## src/rtl/stopwatch_pkg.sv

```systemverilog
// -----------------------------------------------------------------------------
// stopwatch_pkg
// Shared types and helpers for the stopwatch control slice.
//   state_t      : control state (RUN / PAUSE / ADJ)
//   presc_width  : bit width of the half-second prescaler for a given clock
// -----------------------------------------------------------------------------
package stopwatch_pkg;

  typedef enum logic [1:0] {
    RUN   = 2'd0,
    PAUSE = 2'd1,
    ADJ   = 2'd2
  } state_t;

  // Width needed to hold 0 .. clk_hz/2-1; never narrower than one bit.
  function automatic int unsigned presc_width(input int unsigned clk_hz);
    return (clk_hz / 2 <= 2) ? 1 : $clog2(clk_hz / 2);
  endfunction

endpackage

```

## src/rtl/stopwatch_ctrl_tick_gen.sv

```systemverilog
// -----------------------------------------------------------------------------
// tick_gen
// Half-second prescaler producing single-cycle 2 Hz and 1 Hz ticks.
// Parameters:
//   CLK_HZ   : input clock frequency in Hz (multiple of 4)
// Ports:
//   clk      : system clock, rising edge
//   rst_n    : asynchronous active-low reset
//   clr      : synchronous clear of the prescaler and the 1 Hz phase
//   tick_2hz : one-cycle pulse when the prescaler reaches CLK_HZ/2-1
//   tick_1hz : one-cycle pulse on every second tick_2hz
// -----------------------------------------------------------------------------
module tick_gen
  import stopwatch_pkg::*;
#(
  parameter int unsigned CLK_HZ = 100000000
) (
  input  logic clk,
  input  logic rst_n,
  input  logic clr,
  output logic tick_2hz,
  output logic tick_1hz
);

  localparam int unsigned HALF = CLK_HZ / 2;
  localparam int unsigned W    = presc_width(CLK_HZ);

  logic [W-1:0] count;
  logic         phase;
  logic         at_max;

  assign at_max   = (count == W'(HALF - 1));
  // A clear cycle restarts the timebase, so no tick may escape from it.
  assign tick_2hz = at_max & ~clr;
  assign tick_1hz = tick_2hz & phase;

  // NOTE: state registers use non-blocking assignments so every flop samples
  // the pre-edge values regardless of process evaluation order.
  always_ff @(posedge clk or negedge rst_n) begin
    if (!rst_n) begin
      count <= '0;
      phase <= 1'b0;
    end else if (clr) begin
      count <= '0;
      phase <= 1'b0;
    end else if (at_max) begin
      count <= '0;
      phase <= ~phase;
    end else begin
      count <= count + W'(1);
    end
  end

endmodule

```

## src/rtl/stopwatch_ctrl.sv

```systemverilog
// -----------------------------------------------------------------------------
// stopwatch_ctrl
// Run/pause/adjust controller for a min:sec stopwatch. Issues increment and
// clear pulses to external time counters.
// Optional feature: define STOPWATCH_BLINK_EN to enable the adjust-mode blink
// register; otherwise blink is tied to 0.
// Parameters:
//   CLK_HZ    : input clock frequency in Hz (multiple of 4)
// Ports:
//   clk       : system clock, rising edge
//   rst_n     : asynchronous active-low reset
//   pause_btn : debounced level; rising edge toggles run/pause
//   reset_btn : debounced level; rising edge clears the time
//   adj       : 1 = adjust mode
//   sel       : adjust target, 0 = minutes, 1 = seconds
//   sec_inc   : one-cycle seconds increment
//   min_inc   : one-cycle minutes increment
//   clr       : one-cycle clear of all time counters
//   carry_en  : 1 = seconds-to-minutes carry allowed
//   running   : 1 in RUN
//   blink     : blanking phase for the digits being adjusted
// -----------------------------------------------------------------------------
module stopwatch_ctrl
  import stopwatch_pkg::*;
#(
  parameter int unsigned CLK_HZ = 100000000
) (
  input  logic clk,
  input  logic rst_n,
  input  logic pause_btn,
  input  logic reset_btn,
  input  logic adj,
  input  logic sel,
  output logic sec_inc,
  output logic min_inc,
  output logic clr,
  output logic carry_en,
  output logic running,
  output logic blink
);

  state_t state, next_state;
  state_t saved_state, next_saved;
  logic   pause_q, reset_q;
  logic   pause_edge, reset_edge;
  logic   tick_2hz, tick_1hz;

  // Button edge detection: one history register per button.
  always_ff @(posedge clk or negedge rst_n) begin
    if (!rst_n) begin
      pause_q <= 1'b0;
      reset_q <= 1'b0;
    end else begin
      pause_q <= pause_btn;
      reset_q <= reset_btn;
    end
  end

  assign pause_edge = pause_btn & ~pause_q;
  assign reset_edge = reset_btn & ~reset_q;

  tick_gen #(.CLK_HZ(CLK_HZ)) u_tick_gen (
    .clk      (clk),
    .rst_n    (rst_n),
    .clr      (reset_edge),
    .tick_2hz (tick_2hz),
    .tick_1hz (tick_1hz)
  );

  // State register, including the state to return to after adjusting.
  always_ff @(posedge clk or negedge rst_n) begin
    if (!rst_n) begin
      state       <= RUN;
      saved_state <= RUN;
    end else begin
      state       <= next_state;
      saved_state <= next_saved;
    end
  end

  // Next-state logic. A reset edge never changes state; adj takes priority
  // over a simultaneous pause edge.
  // NOTE: every combinational output gets a default first, so no path can
  // leave it unassigned and infer a latch.
  always_comb begin
    next_state = state;
    next_saved = saved_state;
    case (state)
      RUN: begin
        if (adj) begin
          next_state = ADJ;
          next_saved = RUN;
        end else if (pause_edge) begin
          next_state = PAUSE;
        end
      end
      PAUSE: begin
        if (adj) begin
          next_state = ADJ;
          next_saved = PAUSE;
        end else if (pause_edge) begin
          next_state = RUN;
        end
      end
      ADJ: begin
        // Pause edges are ignored while adjusting.
        if (!adj) next_state = saved_state;
      end
      default: next_state = RUN;
    endcase
  end

  // Outputs. Ticks are already suppressed by tick_gen in a clear cycle.
  // sel is only consumed when tick_2hz fires, so a mid-period change takes
  // effect on the next tick without a spurious pulse.
  always_comb begin
    sec_inc  = 1'b0;
    min_inc  = 1'b0;
    clr      = reset_edge;
    carry_en = 1'b1;
    running  = 1'b0;
    case (state)
      RUN: begin
        running = 1'b1;
        sec_inc = tick_1hz;
      end
      ADJ: begin
        carry_en = 1'b0;
        if (sel) sec_inc = tick_2hz;
        else     min_inc = tick_2hz;
      end
      default: ;
    endcase
  end

`ifdef STOPWATCH_BLINK_EN
  logic blink_q;

  // Held at 0 outside ADJ and on the exit cycle, so every adjust session
  // starts with digits visible.
  always_ff @(posedge clk or negedge rst_n) begin
    if (!rst_n) begin
      blink_q <= 1'b0;
    end else if (state != ADJ || next_state != ADJ) begin
      blink_q <= 1'b0;
    end else if (tick_2hz) begin
      blink_q <= ~blink_q;
    end
  end

  assign blink = blink_q;
`else
  assign blink = 1'b0;
`endif

endmodule

```

## config.mk

```make
export PLATFORM = sky130hd
export DESIGN_NAME = stopwatch_ctrl
export DESIGN_NICKNAME = d
export VERILOG_FILES = /design/src/rtl/stopwatch_pkg.sv /design/src/rtl/stopwatch_ctrl_tick_gen.sv /design/src/rtl/stopwatch_ctrl.sv
export SDC_FILE = /design/constraint.sdc
export NUM_CORES = 1
export LEC_CHECK = 0
export BUFFER_PORTS_ARGS = -buffer_cell sky130_fd_sc_hd__buf_2
export CAP_MARGIN = 5
export CORE_MARGIN = 2
export CORE_UTILIZATION = 50
export CTS_CLUSTER_SIZE = 10
export DETAILED_ROUTE_END_ITERATION = 8
export GPL_ROUTABILITY_DRIVEN = 0
export PLACE_DENSITY = 0.69
export SLEW_MARGIN = 30
export SYNTH_ARGS = -nofsm -noshare
export SYNTH_HDL_FRONTEND = slang
export SYNTH_SLANG_ARGS = --single-unit
```

## constraint.sdc

```tcl
create_clock -name clk -period 1.9 [get_ports clk]
set_input_delay 0.19 -clock clk [delete_from_list [all_inputs] [get_ports clk]]
set_output_delay 0.19 -clock clk [all_outputs]
set_load 0.02 [all_outputs]
```

==> results, run 1 <==
- The fraction of final layout cells sized beyond drive strength 1 is 24.6%.
- The pre-antenna-repair detailed-routing pass consisted of 4 iterations.
- The first-pass GRT wire length is 5770 um.
- Setup repair after global routing could not meet its margin everywhere.
- The final count of negative-setup-slack endpoints is 2.
- Synthesis produced 165 cells.
- The TritonCTS clock tree is done.
- The internal portion of the total power is 0.919 mW.
- At the worst endpoint, the arrival time is 2.08 ns.
- The number of I/O pins is 12.
- The number of cells on the worst hold path is 2.
- At the pin with the least slew margin, the transition time is 0.706 ns.
- In the global route stage, met2 resource usage came out at 33.9%.
- Of the total power, the share spent switching nets is 27.1%.
- For this design the ratio of total power to cell area is 639 mW/mm^2.
- The number of antenna violations at the first check in global routing came to 0.
- The clock arrives with 0.00885 ns of skew.
- After clock tree synthesis, the clock-pin slew on the worst setup and hold paths is 0.09 ns.
- Counting every net in the synthesized netlist gives 172.
- Summed over all failing endpoints, the final setup total negative slack is -0.684 ns.
- The peak fanout along the critical path is 2.
- The critical path launch point type is a register.
- Per report_power, the combinational group accounts for 11.5% of the total.
- After floorplanning, the core was sized to cover 0.00310 sq mm.
- The tree is rooted in a clkbuf_4.
- During placement, the flow inserted port buffers numbering 10.
- Subtracting the final worst setup slack from the clock period gives 2.27 ns.
- The count of final hold-check violations is 0.
- The worst-case setup margin in the final layout is -0.373 ns.
- STA classifies the critical path endpoint as an output port.
- From left edge to right edge, the die measures 61.4 um.
- Per report_power, the clock group accounts for 28.2% of the total.
- After synthesis, the largest area contributor takes up 48.6% of total cell area.
- The maximum ir drop on the vdd rail is 0.608 mV.
- The static power due to leakage is 0.855 nW.
- The critical path is of the register to output port type.
- The data required time at the worst endpoint is 1.71 ns.
- The mapped netlist covers 0.00165 sq mm.
- The worst hold path belongs to the class primary input to register.
- The die height is 61.4 um.
- The final net count is 202.
- In the routed layout, each cell is associated on average with a via count of 5.57.
- The DRC marker count from the first detailed-route iteration is 78.
- The path with the worst hold slack has its endpoint at state[0]$_DFFE_PN0P_.
- The worst hold path begins at adj.
- The flow ran to the end, but the final reports show violations.
- The overall overflow remaining after global route is 0.
- The area growth from synthesis to layout is 19.8%.
- Yosys attributes the largest share of cell area to dfrtp_1, xor2_1, a21oi_1, nor2_1, nand4_1.
- The worst-case clock buffer depth is 2.
- The sequential share of power is 60.3%.
- The top cell types in the final layout, fill and taps aside, are dfrtp_1, nor2_1, a21oi_1, buf_4, xor2_1.
- The highest clock frequency the design can meet is 440 MHz.
- Leaving out fill and tap cells, the most frequent cell in the layout is dfrtp_1.
- The sequential fraction of the synthesis area is 48.6%.
- Headroom to the max-slew limit came out at 52.9%.
- The biggest area contributor in the post-synthesis netlist is dfrtp_1.
- The placement row count is 20.
- In this run the remaining antenna-violating nets after routing total 0.
- 0 antenna diodes ended up in the layout.
- The switching power summed over all nets is 0.341 mW.
- For this block, the via count after detailed routing is 1331.
- The number of max-capacitance violations reported is 0.
- The post-detailed-route wirelength per cell is 14.8 um.
- Entering global routing, the biggest net connects 33 pins.
- The H-tree was split into 2 levels.
- The number of pins exceeding their max-slew limit in the final report came to 0.
- The number of sinks driven by the clock tree is 32.
- The number of global-route vias before repair is 1266.
- The endpoint of the worst register-to-register path is u_tick_gen.count[23]$_DFF_PN0_.
- For the worst flop-to-flop path, the logic depth is 5.
- At the later pin of the worst-skew pair, clock insertion delay measures 0.34 ns.
- In the global route stage, met1 resource usage came out at 25.9%.
- The number of warning messages in the yosys log is 0.
- The die covers 0.00377 sq mm.
- Buffers inserted during clock tree synthesis total 5.
- The total detailed-routing wirelength is 3530 um.
- Global routing used 21.2% of the available tracks.
- Counting the fill cells in the layout gives 288.
- The layer with the highest usage after global routing is met2.
- The met3 routing resource usage after global routing is 6.51%.
- The post-synthesis register bit count is 32.
- The portion of the clock cycle consumed by the worst path in the final layout is 120%.
- Once the floorplan was initialized, standard cells occupied 53.1% of the core.
- Summed over all nets, the half-perimeter wirelength after detailed placement is 2370 um.
- The final reports fail on setup timing.
- Counting distinct cell types in the post-synthesis netlist gives 38.
- The number of remaining DRC errors is 0.
- The mean instance size in the synthesized netlist is 9.98 sq um.
- Once layout is complete, the utilization of the core stands at 63.6%.
- The register-to-register setup slack is 0.04 ns.
- The launching point of the worst reg2reg path is u_tick_gen.count[16]$_DFF_PN0_.
[sequential cells by signal, summed over array words and instances (netlist names)]
name              cells
pause_q               1
saved_state           1
reset_q               1
u_tick_gen.count     26
u_tick_gen.phase      1
state                 2
[how the worst max path moves through the flow]
stage | to | slack, ns | start | cells past startpoint
after floorplan | min_inc | -0.05 | u_tick_gen.count[18]$_DFF_PN0_ | 4
after global placement | min_inc | -0.008 | u_tick_gen.count[16]$_DFF_PN0_ | 5
after detailed placement | min_inc | -0.04 | u_tick_gen.count[16]$_DFF_PN0_ | 5
after CTS | min_inc | -0.35 | u_tick_gen.count[18]$_DFF_PN0_ | 5
after global routing | min_inc | -0.47 | u_tick_gen.count[16]$_DFF_PN0_ | 5
final | min_inc | -0.37 | u_tick_gen.count[16]$_DFF_PN0_ | 5
[synthesized netlist by cell type, drive strengths merged]
cell     instances
a21boi           1
nand4b           1
and2             2
or3              5
nand2b           2
o21ai            5
o31ai            6
and3             3
a21oi           15
mux2             1
nand3            6
clkbuf           1
xnor2            2
nand2           11
and4             5
or4              7
nand4           10
nor3             1
nor2b            1
or3b             1
or4b             1
a2bb2oi          1
buf              5
nor4             2
conb             1
ha               1
inv              6
nor2            17
xor2            11
a21o             2
dfrtp           32
[metrics by stage]
step	hold slack (ns)	worst slack [ns]	std cells	area, sq um	total power [mW]
3_5_place_dp	0.283	-0.0446	227	1840	0.906
5_1_grt	0.0136	-0.473	239	1970	1.34
4_1_cts	0.00354	-0.355	238	1940	1.28
2_1_floorplan	-0.106	-0.0511	165	1670	0.855
6_report	0.0269	-0.373	239	1970	1.26
3_3_place_gp	0.278	-0.00802	227	1840	0.892
[what timing repair did]
| item | 4_1_cts | 5_1_grt |
|---|---|---|
| resized for setup | 5 | 8 |
| hold endpoints to repair | 34 | 0 |
| hold buffers | 3 | 0 |
| setup endpoints to repair | 2 | 26 |
| pin swaps | 10 | 2 |
| buffers inserted | 1 | 1 |
| gates cloned | 0 | 2 |
[routing by layer]
layer	vias up	share of wire, %
li1	664	-
met1	644	44
met2	17	50
met3	6	4.1
met4	0	1.6
met5	-	0
[power groups by stage]
stage | logic [mW] | clock network, mW | registers (mW)
2_1_floorplan | 0.0920 | 0 | 0.763
3_3_place_gp | 0.126 | 0 | 0.767
3_5_place_dp | 0.133 | 0 | 0.773
4_1_cts | 0.140 | 0.377 | 0.759
5_1_grt | 0.168 | 0.410 | 0.767
6_report | 0.145 | 0.356 | 0.760
[cell type report]
class                   count  area (sq um)  area share [%]
well taps                  44          55.1            2.79
clock buffers               6          41.3            2.09
repair buffers             27           194            9.83
clock inverters             1          5.00           0.254
inverters                   6          22.5            1.14
flip-flops and latches     32           801            40.6
multi-input cells         123           855            43.3
[critical path, stage by stage, from the launching register on]
cell     delay [ns]
dfrtp_1        0.38
or4_4          0.55
nor4_4         0.34
nand2_2        0.14
nor4_4         0.15
buf_4          0.18
[logic make-up (layout without fill, tap and decap cells)]
kind of cell | count (synthesis) | count (layout) | synth area share, %
AOI/OAI and AO/OA | 30 | 32 | 11.2
xor gates and xnor gates | 13 | 13 | 6.91
adders and majority gates | 1 | 1 | 0.760
buffers and inverters | 12 | 40 | 4.03
DFF | 32 | 32 | 48.6
muxes | 1 | 1 | 0.684
other | 1 | 1 | 0.228
and+or+nand+nor | 75 | 75 | 27.6
No activity file was read; power rests on OpenSTA's default activity.
==> run 2, diff against run 1 <==
--- a/config.mk
+++ b/config.mk
@@ -7,8 +7,10 @@
 export LEC_CHECK = 0
 export BUFFER_PORTS_ARGS = -buffer_cell sky130_fd_sc_hd__buf_2
 export CAP_MARGIN = 5
+export CORE_ASPECT_RATIO = 0.5
 export CORE_MARGIN = 2
 export CORE_UTILIZATION = 50
+export CTS_CLUSTER_DIAMETER = 200
 export CTS_CLUSTER_SIZE = 10
 export DETAILED_ROUTE_END_ITERATION = 8
 export GPL_ROUTABILITY_DRIVEN = 0
==> constraint.sdc (replaced) <==
create_clock -name clk -period 1.9 [get_ports clk]
set_input_delay 0.38 -clock clk [delete_from_list [all_inputs] [get_ports clk]]
set_output_delay 0.38 -clock clk [all_outputs]
set_load 0.02 [all_outputs]
==> run 2 against run 1 <==
  * The run still ends with setup timing left
  * Core utilization grew 3.2 points
  * Combinational power is essentially flat
  * Sequential share of layout area shrank 1.5 points
  * Maximum frequency shrank 2.7%
  * Largest cell class unchanged
  * Register-to-register slack gained 0.03 ns
==> results, run 2 (same netlist as run 1, synthesis figures left out) <==
- The DRC marker count from the first detailed-route iteration is 93 (+19%).
- The post-detailed-route wirelength per cell is 15.7 um (+6.0%).
- The number of iterations in the first detailed-routing pass is 4 (unchanged).
- The share of the core filled with cells was 66.8% (+3.2 points).
- The slowest stage of the critical path is the or4b_4 cell.
- The floorplan core area is 0.00307 sq mm (-1.2%).
- The kind of cell with the highest combined delay along the critical path is simple AND/OR/NAND/NOR gates.
- The final period demand of the worst path was 2.34 ns (+0.0641 ns).
- The routed via count is 1377 (+3.5%).
- The TritonCTS buffer count came to 5 (unchanged).
- The number of sinks driven by the clock tree is 32 (unchanged).
- The mean number of vias per cell is 5.81 (+4.3%).
- The area of the die is 0.00380 sq mm (+0.75%).
- The overall overflow remaining after global route came to 0 (unchanged).
- The count of final hold-check violations was 0 (unchanged).
- The number of inserted filler cells in the final layout is 239 (-17%).
- The sum of buffers and inverters on the critical path is 1 (unchanged).
- The first-pass GRT wire length is 6120 um (+6.1%).
- The highest clock frequency the design can meet is 428 MHz (-2.7%).
- TritonCTS built the clock tree.
- u_tick_gen.count holds more flip-flops than any other register.
- The worst setup path is launched from a register.
- The final clock skew is 0.00806 ns (-0.000789 ns).
- The static power due to leakage was 0.911 nW (+6.5%).
- The H-tree depth reported by CTS is 2 (unchanged).
- The final worst hold slack is 0.128 ns (+0.101 ns).
- The checks that failed: setup timing.
- The die width is 85.2 um (+39%).
- The total detailed-routing wirelength is 3710 um (+5.1%).
- The largest registers in the layout are u_tick_gen.count: 26 flops, state: 2 flops.
- The number of remaining DRC errors is 0 (unchanged).
- The fraction of final layout cells sized beyond drive strength 1 came to 25.9% (+1.3 points).
- The total of buffers placed on input and output ports came to 10 (unchanged).
- The most common library cell in the layout ignoring fill and taps is dfrtp_1.
- The hold buffer count at CTS is 0 (-3).
- The number of max-capacitance violations reported is 0 (unchanged).
- The number of flip-flops in the largest register is 26 (unchanged).
- The post-CTS clock slew at the launch and capture registers of the worst setup and hold paths is 0.07 ns (-0.02 ns).
- The relative max-transition margin is 53.5% (+0.58 points).
- STA classifies the critical path endpoint as an output port.
- The worst-case setup margin in the final layout came to -0.437 ns (-0.0641 ns).
- The pin count of the biggest net entering global routing came to 33 (unchanged).
- The detailed placer's ending HPWL is 2320 um (-2.1%).
- The type of the setup path with the least slack is register to output port.
- The data required time at the worst endpoint is 1.52 ns (-0.19 ns).
- The flow ran to the end, but the final reports show violations.
- Leaving out fill and tap cells, the most frequent cells in the layout are dfrtp_1, nor2_1, buf_4.
- The number of global-route vias before repair was 1272 (+0.47%).
- The portion of the clock cycle consumed by the worst path in the final layout is 123% (+3.4 points).
- The area growth from synthesis to final layout is 24.3%.
- The total instance count after detailed placement is 224 (-1.3%).
- The die height is 44.6 um (-27%).
- The maximum ir drop on the vdd rail was 0.431 mV (-29%).
- The path class of the tightest hold or removal check is primary input to asynchronous set/reset pin.
- The delay of the slowest critical-path stage is 0.56 ns (about the same).
- The peak fanout along the critical path is 2 (unchanged).
- The final count of negative-setup-slack endpoints is 2 (unchanged).
- The number of antenna-violating nets in the routed design is 0 (unchanged).
- The number of I/O pins came to 12 (unchanged).
- The starting utilization of the core area was 53.7% (+0.65 points).
- The final net count is 203 (+0.50%).
- The ratio of total power to cell area is 750 mW/mm^2 (+17%).
- The count of placed standard cells in the final layout, fillers left out came to 237 (-0.84%).
- The total power consumption of the routed design came to 1.54 mW (+22%).
- The tree is rooted in a clkbuf_8.
- The worst endpoint data arrival time was 1.96 ns (-0.12 ns).
- The area after detailed placement is 0.00184 sq mm (+0.27%).
- The clock latency at the later pin of the worst-skew pair is 0.29 ns (-0.05 ns).
- The placement row count is 14 (-30%).
- The global router's overall resource usage came to 22.2% (+0.96 points).
- The actual slew at the worst max-slew pin was 0.697 ns (-0.00864 ns).
- Setup repair after global routing could not meet its margin everywhere.
- The cell that appears most often on the critical path is nor4_4.
- The number of antenna cells inserted is 0 (unchanged).
- The number of pins exceeding their max-slew limit in the final report is 0 (unchanged).
- The worst-case clock buffer depth is 2 (unchanged).
- The number of antenna violations at the first check in global routing is 0 (unchanged).
- The final design instance area without fill is 0.00205 sq mm (+3.7%).
- Walking the worst path, the cells encountered are or4b_4, nor4_4, nand2_2, nor4_4, buf_4.
run 2: where the power goes:
group          switching (mW)  internal [mW]  leakage, nW
combinational          0.0801         0.0620        0.421
sequential             0.0361          0.720        0.435
clock                   0.249          0.389       0.0552
run 2: final cells by class:
| cell class | count | area [sq um] | share of cell area, % |
|---|---|---|---|
| Clock buffer | 6 | 72.6 | 3.55 |
| Clock inverter | 2 | 35.0 | 1.71 |
| Tap cell | 40 | 50.0 | 2.44 |
| Multi-Input combinational cell | 124 | 876 | 42.8 |
| Timing Repair Buffer | 27 | 190 | 9.29 |
| Inverter | 6 | 22.5 | 1.10 |
| Sequential cell | 32 | 801 | 39.1 |
run 2: worst reg2reg max path: stages (launching register included):
cell and delay (ns):
dfrtp_1 0.38, or4b_4 0.56, nor4_4 0.29, buf_4 0.22, a21o_4 0.18, a21oi_1 0.06
run 2: timing repair:
action	4_1_cts	5_1_grt
gates resized for setup	7	6
endpoints found under the setup margin	20	27
pin swaps	4	4
hold endpoints to repair	0	0
buffers inserted	1	2
cloned	3	0
run 2: path summary, 6_finish.rpt:
kind                                                      from                        endpoint  slack [ns]  cells past startpoint
worst min-delay path                                     rst_n            state[1]$_DFFE_PN0P_        0.13                      1
worst max register to register  u_tick_gen.count[18]$_DFF_PN0_  u_tick_gen.count[19]$_DFF_PN0_        0.07                      5
worst max-delay path            u_tick_gen.count[18]$_DFF_PN0_                         min_inc       -0.44                      5
worst min register to register   u_tick_gen.count[0]$_DFF_PN0_   u_tick_gen.count[0]$_DFF_PN0_        0.50                      1
min in group clk                                     reset_btn               reset_q$_DFF_PN0_        0.20                      1
max in group asynchronous                                rst_n  u_tick_gen.count[15]$_DFF_PN0_        1.31                      1
run 2: per-stage QoR:
step | worst slack (ns) | setup TNS [ns]
detailed placement | -0.157 | -0.273
global route | -0.531 | -1.01
floorplan | -0.202 | -0.349
finish | -0.437 | -0.829
global placement | -0.137 | -0.236
CTS | -0.467 | -0.890
run 2: metal layers:
layer,wire length (um),track usage [%],vias up
li1,-,-,668
met1,1690,30.5,647
met2,1630,32.5,54
met3,320,8.02,8
met4,68,8.57,0
met5,0,0,-
